==> src/rtl/golden_nonce_uart_tx.sv <==
// Queues golden nonces in a small FIFO and sends each one as four 8N1 UART
// bytes, most-significant byte first, with uart_tx driven from a register.
module golden_nonce_uart_tx #(
  parameter int CLKS_PER_BIT    = 868,
  parameter int FIFO_DEPTH_LOG2 = 2
) (
  input  logic                     hash_clk,
  input  logic                     reset,
  input  logic                     nonce_valid,
  input  logic [31:0]              nonce_in,
  output logic                     uart_tx,
  output logic                     busy,
  output logic                     overflow,
  output logic [FIFO_DEPTH_LOG2:0] fifo_count,
  output logic [1:0]               dbg_state
);

  localparam int DEPTH = 1 << FIFO_DEPTH_LOG2;
  localparam int CNT_W = FIFO_DEPTH_LOG2 + 1;
  localparam int CW    = (CLKS_PER_BIT > 2) ? $clog2(CLKS_PER_BIT) : 1;
  localparam logic [CW-1:0]    LAST_CLK = CW'(CLKS_PER_BIT - 1);
  localparam logic [CNT_W-1:0] DEPTH_C  = CNT_W'(DEPTH);

  typedef enum logic [1:0] {S_IDLE, S_START, S_DATA, S_STOP} state_t;

  state_t                     r_state, w_state_nxt;
  logic [1:0]                 r_byte_idx, w_byte_nxt;
  logic [2:0]                 r_bit_idx, w_bit_nxt;
  logic [CW-1:0]              r_clk_cnt, w_cnt_nxt;
  logic [31:0]                r_shift, w_shift_nxt;
  logic                       r_tx, w_tx;
  logic                       r_overflow;
  logic [31:0]                r_mem [DEPTH];
  logic [FIFO_DEPTH_LOG2-1:0] r_wr_ptr, r_rd_ptr;
  logic [CNT_W-1:0]           r_count;
  logic                       w_pop, w_push, w_drop, w_bit_end;
  logic [7:0]                 w_cur_byte;

  // nonce_valid is a one-cycle strobe with no back-pressure: it is accepted
  // when there is room (or a pop frees a slot that cycle), otherwise dropped.
  assign w_push    = nonce_valid && ((r_count != DEPTH_C) || w_pop);
  assign w_drop    = nonce_valid && !w_push;
  assign w_bit_end = (r_clk_cnt == LAST_CLK);
  assign w_cur_byte = r_shift[31:24];

  always_comb begin
    w_state_nxt = r_state;
    w_byte_nxt  = r_byte_idx;
    w_bit_nxt   = r_bit_idx;
    w_cnt_nxt   = r_clk_cnt;
    w_shift_nxt = r_shift;
    w_pop       = 1'b0;
    w_tx        = 1'b1;
    case (r_state)
      S_IDLE: begin
        if (r_count != '0) begin
          w_pop       = 1'b1;
          w_shift_nxt = r_mem[r_rd_ptr];
          w_byte_nxt  = 2'd0;
          w_cnt_nxt   = '0;
          w_state_nxt = S_START;
        end
      end
      S_START: begin
        w_tx = 1'b0;
        if (w_bit_end) begin
          w_cnt_nxt   = '0;
          w_bit_nxt   = 3'd0;
          w_state_nxt = S_DATA;
        end else begin
          w_cnt_nxt = r_clk_cnt + 1'b1;
        end
      end
      S_DATA: begin
        w_tx = w_cur_byte[r_bit_idx];
        if (w_bit_end) begin
          w_cnt_nxt = '0;
          if (r_bit_idx == 3'd7) w_state_nxt = S_STOP;
          else                   w_bit_nxt   = r_bit_idx + 1'b1;
        end else begin
          w_cnt_nxt = r_clk_cnt + 1'b1;
        end
      end
      S_STOP: begin
        if (w_bit_end) begin
          w_cnt_nxt = '0;
          if (r_byte_idx == 2'd3) begin
            w_state_nxt = S_IDLE;
          end else begin
            // Next byte follows immediately; shifting keeps it in [31:24].
            w_byte_nxt  = r_byte_idx + 1'b1;
            w_shift_nxt = r_shift << 8;
            w_state_nxt = S_START;
          end
        end else begin
          w_cnt_nxt = r_clk_cnt + 1'b1;
        end
      end
      default: w_state_nxt = S_IDLE;
    endcase
  end

  always_ff @(posedge hash_clk) begin
    if (reset) begin
      r_state    <= S_IDLE;
      r_byte_idx <= '0;
      r_bit_idx  <= '0;
      r_clk_cnt  <= '0;
      r_shift    <= '0;
      r_tx       <= 1'b1;
      r_overflow <= 1'b0;
      r_wr_ptr   <= '0;
      r_rd_ptr   <= '0;
      r_count    <= '0;
    end else begin
      r_state    <= w_state_nxt;
      r_byte_idx <= w_byte_nxt;
      r_bit_idx  <= w_bit_nxt;
      r_clk_cnt  <= w_cnt_nxt;
      r_shift    <= w_shift_nxt;
      r_tx       <= w_tx;
      if (w_drop) r_overflow <= 1'b1;
      if (w_push) begin
        r_mem[r_wr_ptr] <= nonce_in;
        r_wr_ptr        <= r_wr_ptr + 1'b1;
      end
      if (w_pop) r_rd_ptr <= r_rd_ptr + 1'b1;
      if (w_push && !w_pop)      r_count <= r_count + 1'b1;
      else if (w_pop && !w_push) r_count <= r_count - 1'b1;
    end
  end

  assign uart_tx    = r_tx;
  assign busy       = (r_state != S_IDLE) || (r_count != '0);
  assign overflow   = r_overflow;
  assign fifo_count = r_count;
  assign dbg_state  = r_state;

endmodule

==> config.mk <==
export PLATFORM = sky130hd
export DESIGN_NAME = golden_nonce_uart_tx
export DESIGN_NICKNAME = d
export VERILOG_FILES = /design/src/rtl/golden_nonce_uart_tx.sv
export SDC_FILE = /design/constraint.sdc
export NUM_CORES = 1
export LEC_CHECK = 0
export CORE_MARGIN = 5
export CORE_UTILIZATION = 55
export CTS_BUF_LIST = sky130_fd_sc_hd__clkbuf_2 sky130_fd_sc_hd__clkbuf_4 sky130_fd_sc_hd__clkbuf_8
export DETAILED_ROUTE_END_ITERATION = 8
export PLACE_DENSITY = 0.77
export REMOVE_ABC_BUFFERS = 1
export SYNTH_ARGS = -nofsm -noshare
export SYNTH_HDL_FRONTEND = slang
export SYNTH_SLANG_ARGS = --single-unit
==> constraint.sdc <==
create_clock -name hash_clk -period 3 [get_ports hash_clk]
set_input_delay 0.45 -clock hash_clk [delete_from_list [all_inputs] [get_ports hash_clk]]
set_output_delay 0.45 -clock hash_clk [all_outputs]
set_load 0.005 [all_outputs]
Word-level counts from Yosys, hierarchy flattened

Memory sizes are Yosys's and may differ from the RTL's. A register that Yosys moved wholly into a read port is not among the register bits.
Cells that the tools add are included.

Magnitude comparators: 1
Reductions and logical operators: 18
Add/subtract/negate cells: 7
Muxes and demuxes: 34
Equal/unequal tests: 14

Operator list:

| kind                                                                         | number |
|---|---|
| 32-bit two-way mux                                                           | 3 |
| 32-bit one-hot mux with 2 select lines                                       | 1 |
| 10-bit two-way mux                                                           | 2 |
| 2-bit two-way mux                                                            | 10 |
| 10-bit one-hot mux with 2 select lines                                       | 1 |
| 3-bit two-way mux                                                            | 5 |
| 2-bit inequality test, second input constant                                 | 7 |
| 10-bit by 1-bit adder with 10-bit output, second input constant              | 1 |
| 10-bit == test, second input constant                                        | 1 |
| 2-bit one-hot mux with 4 select lines                                        | 1 |
| 4-bit AND reduction                                                          | 2 |
| 2-bit nonzero test                                                           | 4 |
| 1-bit two-way mux                                                            | 7 |
| 2-bit by 1-bit adder with 2-bit output, second input constant                | 3 |
| 3-bit by 1-bit adder with 3-bit output, second input constant                | 2 |
| 2-bit == test, second input constant                                         | 3 |
| 3-bit one-hot mux with 2 select lines                                        | 1 |
| 5-bit AND reduction                                                          | 1 |
| 1-bit logical AND                                                            | 4 |
| 3-bit by 4-bit less-than comparator with 1-bit output, second input constant | 1 |
| 2-bit one-hot mux with 2 select lines                                        | 1 |
| 1-bit binary-select mux with 3-bit select                                    | 1 |
| 3-bit == test, second input constant                                         | 1 |
| 3-bit inequality test, second input constant                                 | 1 |
| other kinds (8)                                                              | 10 |

Input bits: 35
Register bits after elaboration: 58
Memories kept: 1
Logic and storage cells: 85
Bits in writable memories: 128
Output and inout port bits: 8

Memories:

| name  | words | bits a word | rd ports | clocked after memory_dff | write ports | line | RTL |
|---|---|---|---|---|---|---|---|
| r_mem | 4     | 32          | 1        | 1                        | 1           | 33   | `logic [31:0] r_mem [DEPTH];` |

Depth between registers and ports, before layout

Gate-level depths: netlist of the first run.

Depth in word-level cells: 9
Depth in mapped cells: 11

Worst setup path after synthesis of the first run

OpenSTA, ideal clock, no wires.

Path type: reg2reg
Start point: register r_state[0], in the netlist dbg_state[0]
End point: memory r_mem[0][0] (enable)
Arrival time: 1.973 ns
Required time: 2.608 ns
Setup time: 0.392 ns
Buffers on the path: 0
Cell stages (with the launch flop): 7
Path slack: 0.635 ns
Period minus slack after synthesis: 2.365 ns
Path through: dfxtp_1 -> inv_1 -> ha_1 -> nor4b_1 -> nand2b_1 -> nor2_1 -> and2_1

Cells in the longest elaborated chain, start to end: 7

Ends and longest elaborated chain:

| item                                    | line | RTL |
|---|---|---|
| start, declared                         | 26   | `state_t r_state, w_state_nxt;` |
| start signal, assigned                  | 116  | `r_state <= w_state_nxt;` |
| 2-bit zero test                         | 54   | `case (r_state)` |
| 1-bit two-way mux                       | 54   |  |
| 1-bit logical OR                        | 41   | `assign w_push = nonce_valid && ((r_count != DEPTH_C) \|\| w_pop);` |
| 1-bit logical AND                       | 41   |  |
| 1-bit two-way mux                       | 123  | `if (w_push) begin` |
| 1-bit two-way mux                       | 104  | `if (reset) begin` |
| 1-bit two-way mux (not written as such) | 124  | `r_mem[r_wr_ptr] <= nonce_in;` |
| end, declared                           | 33   |  |

Every way passes these cells.

Worst setup path after layout of the first run

Start point: register r_state[0], in the netlist dbg_state[0]
End point: output port busy

Cells in the longest elaborated chain, start to end: 2

Ends and longest elaborated chain:

| item               | line | RTL |
|---|---|---|
| 2-bit nonzero test | 134  | `assign busy = (r_state != S_IDLE) \|\| (r_count != '0);` |
| 1-bit logical OR   | 134  |  |
| end, declared      | 12   | `output logic busy,` |

Every way passes these cells.

==> results of run 1 <==
==> how the worst min path moves through the flow <==
| stage | startpoint | endpoint | cells after the start | slack [ps] |
|---|---|---|---|---|
| floorplan | r_byte_idx[1] | r_byte_idx[1] | 2 | 430 |
| global placement | r_byte_idx[1] | r_byte_idx[1] | 2 | 440 |
| detailed placement | r_byte_idx[1] | r_byte_idx[1] | 2 | 460 |
| CTS | r_byte_idx[1] | r_byte_idx[1] | 2 | 470 |
| global route | r_byte_idx[1] | r_byte_idx[1] | 2 | 480 |
| finish | r_byte_idx[1] | r_byte_idx[1] | 2 | 470 |
==> per-layer routing <==
layer	vias to the layer above	track usage (%)	share of wire (%)	wire [um]
met5	-	0	0	0
met4	0	5.43	1.2	155
met3	14	4.59	3.3	437
met2	53	29.8	51	6850
met1	2079	22.9	44	5920
li1	1903	-	-	-
==> synthesized netlist by cell type (5+ instances only) <==
library cell	number	area, sq um
nand2_1	9	33.8
nor2_1	55	206
a22oi_1	8	60.1
mux2i_1	29	290
mux4_2	34	766
clkbuf_1	11	41.3
ha_1	14	175
buf_2	7	35.0
a211oi_2	20	250
a21oi_1	10	50.1
a211oi_1	5	37.5
dfxtp_1	60	1200
nand4_1	7	43.8
inv_1	6	22.5
xor2_1	11	96.3
edfxtp_1	128	3840
and2_1	5	31.3
==> final cells by class <==
type,instances,area (sq um)
Timing Repair Buffer,53,510
Clock buffer,17,234
Clock inverter,15,233
Multi-Input combinational cell,247,2370
Inverter,7,26.3
Fill cell,946,4710
Sequential cell,188,5050
Tap cell,176,220
==> placed cells by master, fill, tap and decap left out, drive strengths merged, types with 12 or more instances in the layout <==
| cell | instances |
|---|---|
| clkbuf | 17 |
| dfxtp | 60 |
| buf | 12 |
| nor2 | 55 |
| inv | 13 |
| a211oi | 25 |
| ha | 14 |
| mux2i | 29 |
| mux4 | 34 |
| edfxtp | 128 |
| clkdlybuf4s50 | 41 |
==> state kept, by name, indices dropped and copies added, names as in the netlist, named ones only <==
name        flops
overflow        1
r_mem         128
r_clk_cnt      10
r_byte_idx      2
r_bit_idx       3
r_shift        32
r_wr_ptr        2
r_rd_ptr        2
fifo_count      3
uart_tx         1
dbg_state       2
==> what timing repair did <==
action | 4_1_cts | 5_1_grt
hold buffers | 0 | 0
endpoints found under the setup margin | 0 | 1
setup buffers | 0 | 1
hold endpoints to repair | 0 | 0
gates resized for setup | 0 | 1
==> stage by stage <==
stage | setup TNS, ps | instance area [sq um] | setup slack, ps | instances
CTS | 0 | 8630 | 94.3 | 702
detailed placement | 0 | 8160 | 364 | 670
global route | 0 | 8640 | 69.2 | 703
global placement | 0 | 8160 | 496 | 670
floorplan | -8190 | 7440 | -346 | 442
finish | 0 | 8640 | 224 | 703
==> cell families after synthesis <==
| group | Yosys count | synth area share [%] |
|---|---|---|
| flip-flops | 188 | 66.8 |
| AO/OA/AOI/OAI | 57 | 6.61 |
| XOR/XNOR | 13 | 1.51 |
| adder cells (fa/ha/maj) | 15 | 2.58 |
| multiplexers | 63 | 14.0 |
| AND/OR/NAND/NOR | 99 | 6.66 |
| buffers and inverters | 30 | 1.90 |
==> where the power goes <==
part / total (mW) / switching [mW] / internal [mW]
logic: 2.11 / 1.15 / 0.966
registers: 3.37 / 0.242 / 3.13
clock network: 1.91 / 0.897 / 1.01
total: 7.39 / 2.28 / 5.10
==> critical path, delay by kind of cell (launching register included) <==
family,cells,cell delay [ps]
AND/OR/NAND/NOR,1,380
flip-flops,1,350
buffers and inverters,3,860
adder cells (fa/ha/maj),1,280
==> run summary, run 1 <==
max-slew violations - 0
GR Util All Layers - 17.7%
Setup-failing EPs final - 0
syn avg cell area - 16.2 sq um
Via density - 5.76
clk sinks - 188
post-route ant nets - 0
chip height - 127 um
Seq/Total Area, Yosys - 66.8%
Diodes inserted - 0
Fin Hold WS - 470 ps
crit-path max cell delay - 490 ps
area grow syn2layout - 14.3%
clk root buf - clkbuf_8
layout cells sized above 1 - 20.3%
Critical Path, Cell by Cell - inv_1 -> ha_2 -> nor4b_4 -> inv_2 -> clkdlybuf4s50_1
DR pass1 iterations - 4
# IOs - 43
Mapped Area - 7560 sq um
CP Launch Point - dbg_state[0]
CTS tree - done
Max Cap Viol - 0
worst-margin pin slew - 1170 ps
Remaining Overflow, GRT - 0
clk buf depth - 2
hpwl dp - 8250 um
min cycle time layout - 2780 ps
crit share post-route - 92.5%
R2R depth - 7
library cells used by synthesis - 46
Power Total - 7.39 mW
Num CTS Buffers - 17
H-tree depth - 4
crit path capture - busy
Reg-to-Reg Start - dbg_state[1]
worst vdd ir - 775 uV
P per Cell Area - 855 nW/um^2
largest net degree at the start of global routing - 54
worst-skew pair later-pin latency - 470 ps
gpl congestion - 0.753
Top FF cell, synth - edfxtp_1
worst hold path class - reg2reg
normalized max-slew margin - 21.8%
Seq cells post-synth - 188
Iter 0 DRT Violations - 327
status - finished clean
crit path launch type - flop
synthesized instance count - 465
die footprint - 16200 sq um
vias - 4049
Die X - 127 um
Critical Path Slowest Stage Cell - clkdlybuf4s50_1
crit path DAT - 2330 ps
Synth Warn # - 0
row count - 42
crit path kind - reg2out
CTS clock-pin slew for the worst setup and hold paths - 90 ps
initial core utilization - 56.6%
FFs w/ async S/R, synth - 0%
r2r setup slk - 380 ps
final WL - 13400 um
first-pass GRT wire length - 22200 um
initial antenna violation count - 0
WL/cell - 19.0 um
Port Buffers - 42
worst r2r dst - r_shift[30]
Final Skew - 12.0 ps
Critical Path Sink Type - output pin
Placeable Area - 13300 sq um
final hold vios - 0
vias in the first global route - 4334
fin nets - 564
CP required - 2550 ps
RSZ-0062 raised after global routing - no
P_leak - 2.84 nW
CP Max Fanout - 12
fin util - 64.7%
Max Freq - 0.360 GHz
DRC viols - 0
number of synthesized flops with an enable pin - 128
No activity file was read; power rests on OpenSTA's default activity.
==> inputs of run 2 (changes only) <==
- CELL_PAD_IN_SITES_DETAIL_PLACEMENT: not set -> 1
- CELL_PAD_IN_SITES_GLOBAL_PLACEMENT: not set -> 2
- CORE_UTILIZATION: 55 -> 41
- PLACE_DENSITY: 0.77 -> 0.8
- clock period: 3 -> 2.55 ns (I/O delays scaled with it)
==> run 2 against run 1 <==
  * Total power up 18%
  * Utilization fell by 16 points
  * Clock-buffer cell count unchanged
  * Non-clock buffer count up 7
  * Final area increased by 1.2%
  * Clock power grew 8%
  * Worst hold slack worse by 230 ps
  * Register-to-register slack worse by 130 ps
  * Sequential cell count is the same
  * Sequential power grew 17%
  * Die area up 31%
  * Critical path type unchanged
  * Largest cell class unchanged
==> run summary, run 2 (same netlist as run 1, synthesis figures left out) <==
status - finished clean
GR Util All Layers - 14.7% (-3.0 points)
crit-path max cell delay - 490 ps (about the same)
# IOs - 43 (unchanged)
Diodes inserted - 0 (unchanged)
worst-margin pin slew - 629 ps (-544 ps)
worst hold path class - in2reg
crit path DAT - 2000 ps (-330 ps)
fin nets - 571 (+1.2%)
CP required - 2170 ps (-380 ps)
crit share post-route - 93.4%
clk buf depth - 2 (unchanged)
Die X - 146 um (+15%)
initial antenna violation count - 0 (unchanged)
min cycle time layout - 2380 ps
Crit path top cell by count - inv_2
first-pass GRT wire length - 24700 um (+11%)
Non-Filler Instances - 763 (+8.5%)
area grow syn2layout - 15.7%
commonest cells after routing, fill and taps aside - edfxtp_1, dfxtp_1, nor2_1
normalized max-slew margin - 58.1% (+36 points)
Critical Path Slowest Stage Cell - clkdlybuf4s50_1
max-slew violations - 0 (unchanged)
Critical Path, Cell by Cell - inv_2 -> ha_1 -> buf_4 -> nor4b_4 -> inv_2 -> clkdlybuf4s50_1
CP Max Fanout - 6 (-6)
H-tree depth - 4 (unchanged)
WL/cell - 19.7 um (+3.6%)
setup_tns - 0 ps (unchanged)
initial core utilization - 41.9% (-15 points)
max reg flops - 128 (unchanged)
gpl congestion - 0.711 (-5.5%)
largest registers - r_mem: 128 flops, r_shift: 32 flops, r_clk_cnt: 10 flops
Int Pwr - 5.72 mW (+12%)
share of total power in the clock network - 23.8% (-2.0 points)
CTS clock-pin slew for the worst setup and hold paths - 110 ps (+20 ps)
vias in the first global route - 4572 (+5.5%)
DR pass1 iterations - 4 (unchanged)
Iter 0 DRT Violations - 243 (-26%)
CTS tree - done
Inst Count DP - 729 (+8.8%)
Remaining Overflow, GRT - 0 (unchanged)
layout cells sized above 1 - 21.5% (+1.2 points)
DRC viols - 0 (unchanged)
Reg power frac - 45.2% (-0.4 points)
Psw - 2.97 mW (+30%)
Final Skew - 18.3 ps (+6.29 ps)
switching part of the total - 34.2% (+3.3 points)
P per Cell Area - 994 nW/um^2 (+16%)
die footprint - 21200 sq um (+31%)
crit path kind - reg2out
most common cell after layout, fill and taps aside - edfxtp_1
Num CTS Buffers - 17 (unchanged)
Max Cap Viol - 0 (unchanged)
Critical Path Sink Type - output pin
Placeable Area - 18000 sq um (+35%)
Via density - 5.34 (-7.3%)
chip height - 146 um (+15%)
largest net degree at the start of global routing - 49 (-9.3%)
vias - 4075 (+0.64%)
worst vdd ir - 640 uV (-17%)
post-route ant nets - 0 (unchanged)
Port Buffers - 42 (unchanged)
RSZ-0062 raised after global routing - no
final WL - 15000 um (+12%)
clk sinks - 188 (unchanged)
row count - 49 (+17%)
final hold vios - 0 (unchanged)
hpwl dp - 9260 um (+12%)
largest reg by FF count - r_mem
hold-fix buffer count after cts - 0 (unchanged)
combinational share of power - 31.0% (+2.4 points)
worst-skew pair later-pin latency - 470 ps (about the same)
Max Freq - 0.420 GHz
clk root buf - clkbuf_8
Setup-failing EPs final - 0 (unchanged)
P_leak - 2.86 nW (+0.48%)
FILL cells - 1749 (+85%)
crit path launch type - flop
-- run 2: changes by cell type in the layout (fill, tap and decap cells not counted), moves of 2 or more --
| cell | previous run | this run |
|---|---|---|
| inv_12 | 0 | 4 |
| inv_8 | 1 | 3 |
| clkinv_8 | 0 | 5 |
| bufinv_16 | 5 | 0 |
| buf_4 | 10 | 16 |
| clkinv_2 | 2 | 0 |
| inv_6 | 5 | 1 |
-- run 2: power groups by stage --
stage | Clock [mW] | Sequential, mW | Combinational (mW)
floorplan | 0 | 4.02 | 1.74
global placement | 0 | 3.97 | 2.59
detailed placement | 0 | 4.00 | 2.68
CTS | 2.14 | 3.93 | 2.75
global route | 2.27 | 3.98 | 2.98
finish | 2.06 | 3.93 | 2.69
-- run 2: per-layer routing --
layer,vias to the layer above,global-route usage (%),wire (um)
met4,0,5.36,189
li1,1916,-,-
met3,13,2.80,386
met5,-,0,0
met1,2091,17.9,6480
met2,55,26.1,7970
-- run 2: final timing paths --
kind | from | to | slack, ps | depth (start not counted)
min reg2reg | r_byte_idx[1] | r_byte_idx[1] | 470 | 2
max | dbg_state[0] | busy | 170 | 6
max reg2reg | dbg_state[0] | fifo_count[2] | 250 | 11
min | reset | overflow | 240 | 2
-- run 2: final cells by class --
cell class	instances	area [sq um]	share of cell area, %
flip-flops and latches	188	5050	57.7
multi-input cells	247	2370	27.1
repair buffers	60	576	6.58
well taps	229	287	3.28
clock buffers	17	234	2.68
clock inverters	15	205	2.35
inverters	7	26.3	0.301
-- run 2: repair_timing --
| action | in CTS | in global routing |
|---|---|---|
| endpoints found under the setup margin | 1 | 2 |
| buffers inserted | 2 | 0 |
| gates resized for setup | 1 | 1 |
-- run 2: metrics by stage --
stage	hold slack [ps]	area (sq um)	utilization [%]	power [mW]	setup slack [ps]
after floorplan	430	7440	-	5.76	-796
after detailed placement	459	8290	46.0	6.68	149
final	239	8740	48.5	8.69	168
after CTS	211	8740	48.5	8.82	32.3
after global placement	443	8290	46.0	6.56	256
after global routing	224	8740	48.5	9.24	1.14
-- run 2: worst max-delay path, delay by kind of cell, from the launching register on --
family                   cells  cell delay [ps]
buffers and inverters        4              790
flip-flops                   1              390
adder cells (fa/ha/maj)      1              220
AND/OR/NAND/NOR              1              130
==> inputs of run 3 (changes only) <==
- CORE_MARGIN: 5 -> 1
- GPL_ROUTABILITY_DRIVEN: not set -> 1
- GPL_TIMING_DRIVEN: not set -> 1
==> run 3 against run 2 <==
  * Sequential cell count did not move
  * Utilization fell by 0.26 points
  * Critical path depth rose by 5
  * Combinational power fell by 2%
  * Critical endpoint is now fifo_count[2]
  * Largest power group unchanged
  * Highest routed layer unchanged
==> run summary, run 3 (same netlist as run 1, synthesis figures left out) <==
worst hold path class - in2reg
CTS tree - done
share of total power in the clock network - 23.2% (-0.6 points)
most common cell after layout, fill and taps aside - edfxtp_1
worst-skew pair later-pin latency - 460 ps (about the same)
Critical Path, Cell by Cell - inv_2 -> ha_2 -> nor4b_1 -> nand2b_1 -> inv_1 -> ha_1 -> inv_1 -> fa_1 -> xor2_1 -> or3_1 -> a21oi_1
CTS clock-pin slew for the worst setup and hold paths - 100 ps (about the same)
clk buf depth - 2 (unchanged)
layout cells sized above 1 - 21.4% (-0.15 points)
chip height - 138 um (-5.5%)
switching part of the total - 33.0% (-1.1 points)
P_leak - 2.84 nW (-0.51%)
GR Util All Layers - 16.7% (+2.0 points)
worst-margin pin slew - 627 ps (-2.08 ps)
crit path launch type - flop
Final Skew - 13.4 ps (-4.91 ps)
Critical Path Slowest Stage Cell - dfxtp_1
largest registers - r_mem: 128 flops, r_shift: 32 flops, r_clk_cnt: 10 flops
post-route ant nets - 0 (unchanged)
Setup-failing EPs final - 0 (unchanged)
DR pass1 iterations - 5 (+1)
RSZ-0062 raised after global routing - no
final hold vios - 0 (unchanged)
Port Buffers - 42 (unchanged)
Remaining Overflow, GRT - 0 (unchanged)
# IOs - 43 (unchanged)
r2r setup slk - 230 ps (-20 ps)
initial antenna violation count - 0 (unchanged)
Max Cap Viol - 0 (unchanged)
crit path DAT - 2710 ps (+710 ps)
max-slew violations - 0 (unchanged)
H-tree depth - 4 (unchanged)
clk sinks - 188 (unchanged)
CP required - 2930 ps (+760 ps)
gpl congestion - 0.752 (+5.7%)
largest reg by FF count - r_mem
row count - 49 (unchanged)
fin util - 48.2% (-0.26 points)
area grow syn2layout - 15.1%
DRC viols - 0 (unchanged)
fin nets - 570 (-0.18%)
Iter 0 DRT Violations - 133 (-45%)
clk root buf - clkbuf_8
Crit path top cell by count - inv_1
Num CTS Buffers - 17 (unchanged)
normalized max-slew margin - 58.1% (about the same)
Placed Area - 8270 sq um (-0.15%)
Reg power frac - 45.9% (+0.7 points)
FILL cells - 1773 (+1.4%)
worst vdd ir - 618 uV (-3.5%)
Psw - 2.82 mW (-5.1%)
commonest cells after routing, fill and taps aside - edfxtp_1, dfxtp_1, nor2_1
final WL - 14600 um (-3.1%)
hpwl dp - 8940 um (-3.5%)
Via density - 5.27 (-1.2%)
vias in the first global route - 4360 (-4.6%)
P per Cell Area - 981 nW/um^2 (-1.3%)
first-pass GRT wire length - 23200 um (-6.1%)
Critical Path Sink Type - flop
vias - 4019 (-1.4%)
CP Max Fanout - 6 (unchanged)
WL/cell - 19.1 um (-3.0%)
Int Pwr - 5.71 mW (about the same)
combinational share of power - 30.8% (-0.2 points)
die footprint - 19000 sq um (-11%)
max reg flops - 128 (unchanged)
largest net degree at the start of global routing - 49 (unchanged)
final instance area - 8700 sq um (-0.53%)
hold-fix buffer count after cts - 0 (unchanged)
Placeable Area - 18000 sq um (unchanged)
Diodes inserted - 0 (unchanged)
Die X - 138 um (-5.5%)
Max Freq - 0.431 GHz (+2.6%)
crit share post-route - 91.1% (-2.4 points)
crit-path max cell delay - 410 ps (-80 ps)
crit path kind - reg2reg
min cycle time layout - 2320 ps (-60.1 ps)
initial core utilization - 41.9% (unchanged)
status - finished clean
==> run 3: path summary, 6_finish.rpt <==
kind | start | to | cells past startpoint
setup / recovery | dbg_state[0] | fifo_count[2] | 11
hold / removal | reset | overflow | 2
setup reg to reg | dbg_state[0] | fifo_count[2] | 11
hold reg to reg | r_byte_idx[1] | r_byte_idx[1] | 2
==> run 3: cell type report <==
type | instances | area [sq um] | area share, %
clock inverter | 14 | 164 | 1.88
clock buffer | 18 | 241 | 2.78
sequential | 188 | 5050 | 58.0
inverter | 7 | 26.3 | 0.302
multi-input combinational | 247 | 2370 | 27.3
timing repair buffer | 59 | 562 | 6.46
tap | 229 | 287 | 3.29
==> run 3: what timing repair did <==
item,CTS,global route
endpoints found under the setup margin,1,16
pin swaps,0,0
buffers inserted,1,0
resized for setup,1,3
endpoints found under the hold margin,0,0
==> run 3: critical path: cells and delay by family, from the launching register on <==
family                     cells  cell delay, ps
xor gates and xnor gates       1              80
adders and majority gates      3             580
and+or+nand+nor                3             830
DFF                            1             410
buffers and inverters          3             210
AOI/OAI and AO/OA              1             140
==> run 3: power groups by stage <==
| stage | Sequential, mW | Combinational (mW) | Clock [mW] |
|---|---|---|---|
| floorplan | 4.02 | 1.74 | 0 |
| global placement | 3.97 | 2.52 | 0 |
| detailed placement | 3.99 | 2.62 | 0 |
| CTS | 3.93 | 2.66 | 2.05 |
| global route | 3.97 | 2.92 | 2.16 |
| finish | 3.92 | 2.63 | 1.98 |
==> run 3: per-layer routing <==
layer	track usage [%]	part of all wire [%]
met1	20.8	44
met2	29.0	52
met3	3.86	2.3
met4	4.71	0.82
met5	0	0
==> run 3: stage by stage <==
| step | TNS [ps] | setup WS [ps] | hold WS [ps] | total power, mW | cells |
|---|---|---|---|---|---|
| 2_1_floorplan | -18990 | -796 | 430 | 5.76 | 442 |
| 3_3_place_gp | 0 | 311 | 446 | 6.49 | 729 |
| 3_5_place_dp | 0 | 153 | 460 | 6.62 | 729 |
| 4_1_cts | 0 | 19.6 | 298 | 8.64 | 762 |
| 5_1_grt | 0 | 49.3 | 318 | 9.05 | 762 |
| 6_report | 0 | 228 | 324 | 8.53 | 762 |
==> edit 1 (flow settings as in run 2) <==
Take the reset off `r_shift` and load it in a clocked block of its own.
--- a/src/rtl/golden_nonce_uart_tx.sv
+++ b/src/rtl/golden_nonce_uart_tx.sv
@@ -108,3 +108,2 @@
       r_clk_cnt  <= '0;
-      r_shift    <= '0;
       r_tx       <= 1'b1;
@@ -119,3 +118,2 @@
       r_clk_cnt  <= w_cnt_nxt;
-      r_shift    <= w_shift_nxt;
       r_tx       <= w_tx;
@@ -132,2 +130,6 @@
 
+  always_ff @(posedge hash_clk) begin
+    r_shift <= w_shift_nxt;
+  end
+
   assign uart_tx    = r_tx;
Function: same outputs for any inputs over 10 cycles, from zero or initial values and one cycle with reset high; that may be too few to reach the edited logic, so the function may still have changed.
==> edit 1 against run 2 <==
  * Hold slack improved by 260 ps
  * Synthesized area down 2.0%
  * Sequential cell count unchanged
  * Final area fell by 0.82%
  * Power is 5.0% lower
  * Via count fell by 9.1%
  * Combinational power fell by 20%
  * Clock skew up 1.2 ps
  * Worst setup slack better by 61 ps
  * Wire length fell by 7.9%
==> edit 1: results (changes against run 2) <==
Min-Delay Endpoint overflow; DP Area 8240 um^2 (-0.53%); maximum level of the CTS H-tree 4 (unchanged); GR Util All Layers 14.2% (-0.53 points); Synth area leaders edfxtp_1 (65%), mux4_2 (10%), dfxtp_1 (7.6%), mux2_2 (3.8%), ha_1 (2.4%); library cells used by synthesis 41 (-11%); Diodes inserted 0 (unchanged); Worst Reg-to-Reg Cells 11 (unchanged); Total Routed Length 13800 um (-7.9%); Pleak 2.80 nW (-1.8%); Clock Root Buffer clkbuf_8; worst clock skew 19.5 ps (+1.15 ps); clock slew at reported path FFs 110 ps (about the same); # placed instances 667 (-8.5%); Largest regs r_mem (128), r_shift (32), r_clk_cnt (10); share of cells above drive strength 1 24.2% (+2.7 points); first-pass GRT wire length 22300 um (-9.7%); Crit Path Max Fanout 4 (-2); critical path's slowest cell dfxtp_1; DR WL/cell 19.8 um (+0.34%); crit path DAT 2720 ps (+720 ps); Hold Startpoint overflow; setup slack, reg-to-reg 230 ps (-20 ps); via count of the first global-routing pass 4140 (-9.4%); Placement Setup Slack 204 ps (+55.1 ps); Worst-Margin Slew 522 ps (-107 ps); Async S/R FF share, synth 0% (unchanged); worst hold stages 2 (unchanged); worst stage delay on the critical path 370 ps (-120 ps); Worst VDD drop 0.541 mV (-15%); Num CTS Buffers 17 (unchanged); average size of a mapped cell 18.7 um^2 (+15%); Min-Delay Path Class register to register; Seq/Total Area, Yosys 72.4% (+5.7 points); worst hold slack 494 ps (+255 ps); Clk Latency, worst-skew pair 470 ps (about the same); starting DRC count in detailed routing 236 (-2.9%); outcome complete, no violations; Commonest cells post-synth edfxtp_1 (160), mux4_2 (34), dfxtp_1 (28); number of vias per cell 5.29 (-0.92%); clock period minus final worst setup slack 2320 ps (-61.3 ps); Placer Congestion 0.736 (+3.5%); largest net degree at the start of global routing 33 (-33%); fillcell total 1660 (-5.1%); hpwl dp 8370 um (-9.7%); ys flop type edfxtp_1; Post-synth EDFFs 160 (+25%); Reg area 5370 um^2 (+6.3%); Ys Warns 0 (unchanged); start point of the critical path dbg_state[0]; crit path capture fifo_count[2]; Final nets 508 (-11%); count of input and output buffers 42 (unchanged)
[edit 1: changes by cell type in the layout (fill, tap and decap cells not counted), sizes merged, moves of 3 or more]
cell / run 2 / this run
dfxtp: 60 / 28
edfxtp: 128 / 160
nor2: 55 / 23
mux2i: 29 / 3
a211oi: 25 / 0
mux2: 0 / 25
a22oi: 8 / 0
nor2b: 2 / 10
xnor2: 2 / 8
xor2: 11 / 6
buf: 19 / 15
nand2: 9 / 6
[edit 1: cell type report]
type	count	area share [%]
inverter	7	0.332
tap	229	3.30
sequential	188	61.9
multi-input combinational	187	22.6
timing repair buffer	57	7.04
clock inverter	15	2.09
clock buffer	17	2.70
[edit 1: power by group]
group	leakage, nW	switching, mW	internal [mW]
sequential	1.70	0.167	3.96
clock	0.201	1.22	0.762
combinational	0.901	1.12	1.03
total	2.80	2.50	5.75
[edit 1: worst max-delay path: cells and delay by family (launching register included)]
family                     cells  cell delay (ps)
buffers and inverters          3              200
adders and majority gates      3              590
AOI/OAI and AO/OA              1              140
and+or+nand+nor                3              880
DFF                            1              370
xor gates and xnor gates       1               80
[edit 1: cells by family (layout without fill, tap and decap cells)]
kind of cell	after synthesis	in the layout	synth area share, %
mux	62	62	14.5
fa+ha+maj	15	15	2.63
buf+inv	21	96	1.17
compound gates	23	23	1.96
xor+xnor	14	14	1.66
simple gates	73	73	5.62
flops	188	188	72.4
[edit 1: timing repair]
item                       in CTS  in global routing
setup buffers                   1                  0
setup endpoints to repair       1                  2
gates resized for setup         0                  3
[edit 1: routing by layer]
layer,track usage [%],vias to the layer above,part of all wire (%)
met5,0,-,0
met4,4.42,0,1.2
met3,3.51,15,3.4
met2,24.5,55,53
met1,17.7,1952,43
li1,-,1682,-
==> edit 2 (settings of run 2) <==
Made on the original files. Change the parameter `FIFO_DEPTH_LOG2` from 2 to 1.
--- a/src/rtl/golden_nonce_uart_tx.sv
+++ b/src/rtl/golden_nonce_uart_tx.sv
@@ -4,3 +4,3 @@
   parameter int CLKS_PER_BIT    = 868,
-  parameter int FIFO_DEPTH_LOG2 = 2
+  parameter int FIFO_DEPTH_LOG2 = 1
 ) (
Interface: changed (resized fifo_count); port bits go from 43 to 42. No check against the original RTL was run, so the function may have changed too.
==> edit 2 against run 2 <==
  * Highest routed layer unchanged
  * Clock skew fell by 11 ps
  * Combinational power fell by 16%
  * Utilization rose by 1.4 points
  * Final area is 32% lower
  * Power shrank 25%
  * Clock power is 23% lower
  * Worst setup slack better by 17 ps
  * Synthesized area shrank 34%
  * Wire length fell by 36%
  * Sequential cell count down 68
==> edit 2: results (changes against run 2) <==
outcome complete, no violations; Sw Ratio 32.1% (-2.1 points); Clk Latency, worst-skew pair 430 ps (-40 ps); count of input and output buffers 41 (-2.4%); worst clock skew 6.85 ps (-11.5 ps); hpwl dp 6320 um (-32%); DR WL/cell 15.5 um (-21%); Synth Area in Adders 2.50% (-0.079 points); maximum level of the CTS H-tree 4 (unchanged); Largest regs r_mem (64), r_shift (32), r_clk_cnt (10); multi-input logic area 1830 um^2 (-23%); GR Util All Layers 14.4% (-0.30 points); share of cells above drive strength 1 12.1% (-9.4 points); compound-gate portion of the synthesized area 6.18% (-0.42 points); Worst Reg-to-Reg Cells 9 (-2); postcts setup bufs 1 (-1); met2 usage 23.8% (-2.3 points); DR WL met2 4660 um (-41%); Final nets 503 (-12%); average size of a mapped cell 12.2 um^2 (-25%); relative slew slack 63.9% (+5.8 points); Post-Synth XOR/XNOR Area 0.876% (-0.63 points); Worst VDD drop 0.514 mV (-20%); Placement Setup Slack 154 ps (+5.50 ps); GR Util met3 4.35% (+1.5 points); worst hold slack 377 ps (+138 ps); starting DRC count in detailed routing 222 (-8.6%); Synth area leaders edfxtp_1 (38%), dfxtp_1 (22%), mux2i_1 (14%), nor2_1 (4.4%), o21ai_0 (2.8%); Total Routed Length 9550 um (-36%); clock slew at reported path FFs 70 ps (-40 ps); Pwr Density 1100 nW/um^2 (+11%); R2R Path End r_shift[16]; number of vias per cell 5.11 (-4.3%); crit path DAT 1980 ps (-20 ps); library cells used by synthesis 43 (-6.5%); WL met1 4350 um (-33%); Commonest cells post-synth mux2i_1 (69), edfxtp_1 (64), nor2_1 (58); # placed instances 585 (-20%); DP Area 5580 um^2 (-33%); first-pass GRT wire length 16200 um (-34%); Post-synth EDFFs 64 (-50%); Min-Delay Endpoint r_shift[3]; Pleak 2.13 nW (-25%); mux cell area share after synthesis 14.7% (+0.75 points); DR WL met3 326 um (-16%); final worst slack 184 ps (+16.6 ps); fillcell total 1240 (-29%); worst stage delay on the critical path 450 ps (-40 ps); Seq/Total Area, Yosys 60.9% (-5.9 points); largest net degree at the start of global routing 61 (+24%); setup slack, reg-to-reg 270 ps (+20 ps); Crit Path Max Fanout 8 (+2); Placer Congestion 0.744 (+4.6%); via count of the first global-routing pass 3342 (-27%)
==> edit 2: cell types whose count changed in the layout (fill, tap and decap cells not counted), moves of 20 or more <==
cell,before,now
edfxtp_1,128,64
mux2i_1,29,69
mux4_2,34,2
o21ai_0,3,28
nand2_1,9,33
a211oi_2,20,0
==> edit 2: layout make-up <==
type | count | area share (%)
Sequential cell | 120 | 51.0
Multi-Input combinational cell | 262 | 30.7
Timing Repair Buffer | 51 | 8.68
Clock buffer | 20 | 4.40
Tap cell | 147 | 3.08
Clock inverter | 11 | 1.78
Inverter | 6 | 0.377
==> edit 2: power groups by stage <==
stage | registers [mW] | logic (mW) | clock network (mW)
finish | 2.70 | 2.26 | 1.59
global route | 2.76 | 2.53 | 1.74
CTS | 2.71 | 2.31 | 1.66
detailed placement | 2.74 | 2.28 | 0
global placement | 2.73 | 2.20 | 0
floorplan | 2.74 | 1.60 | 0
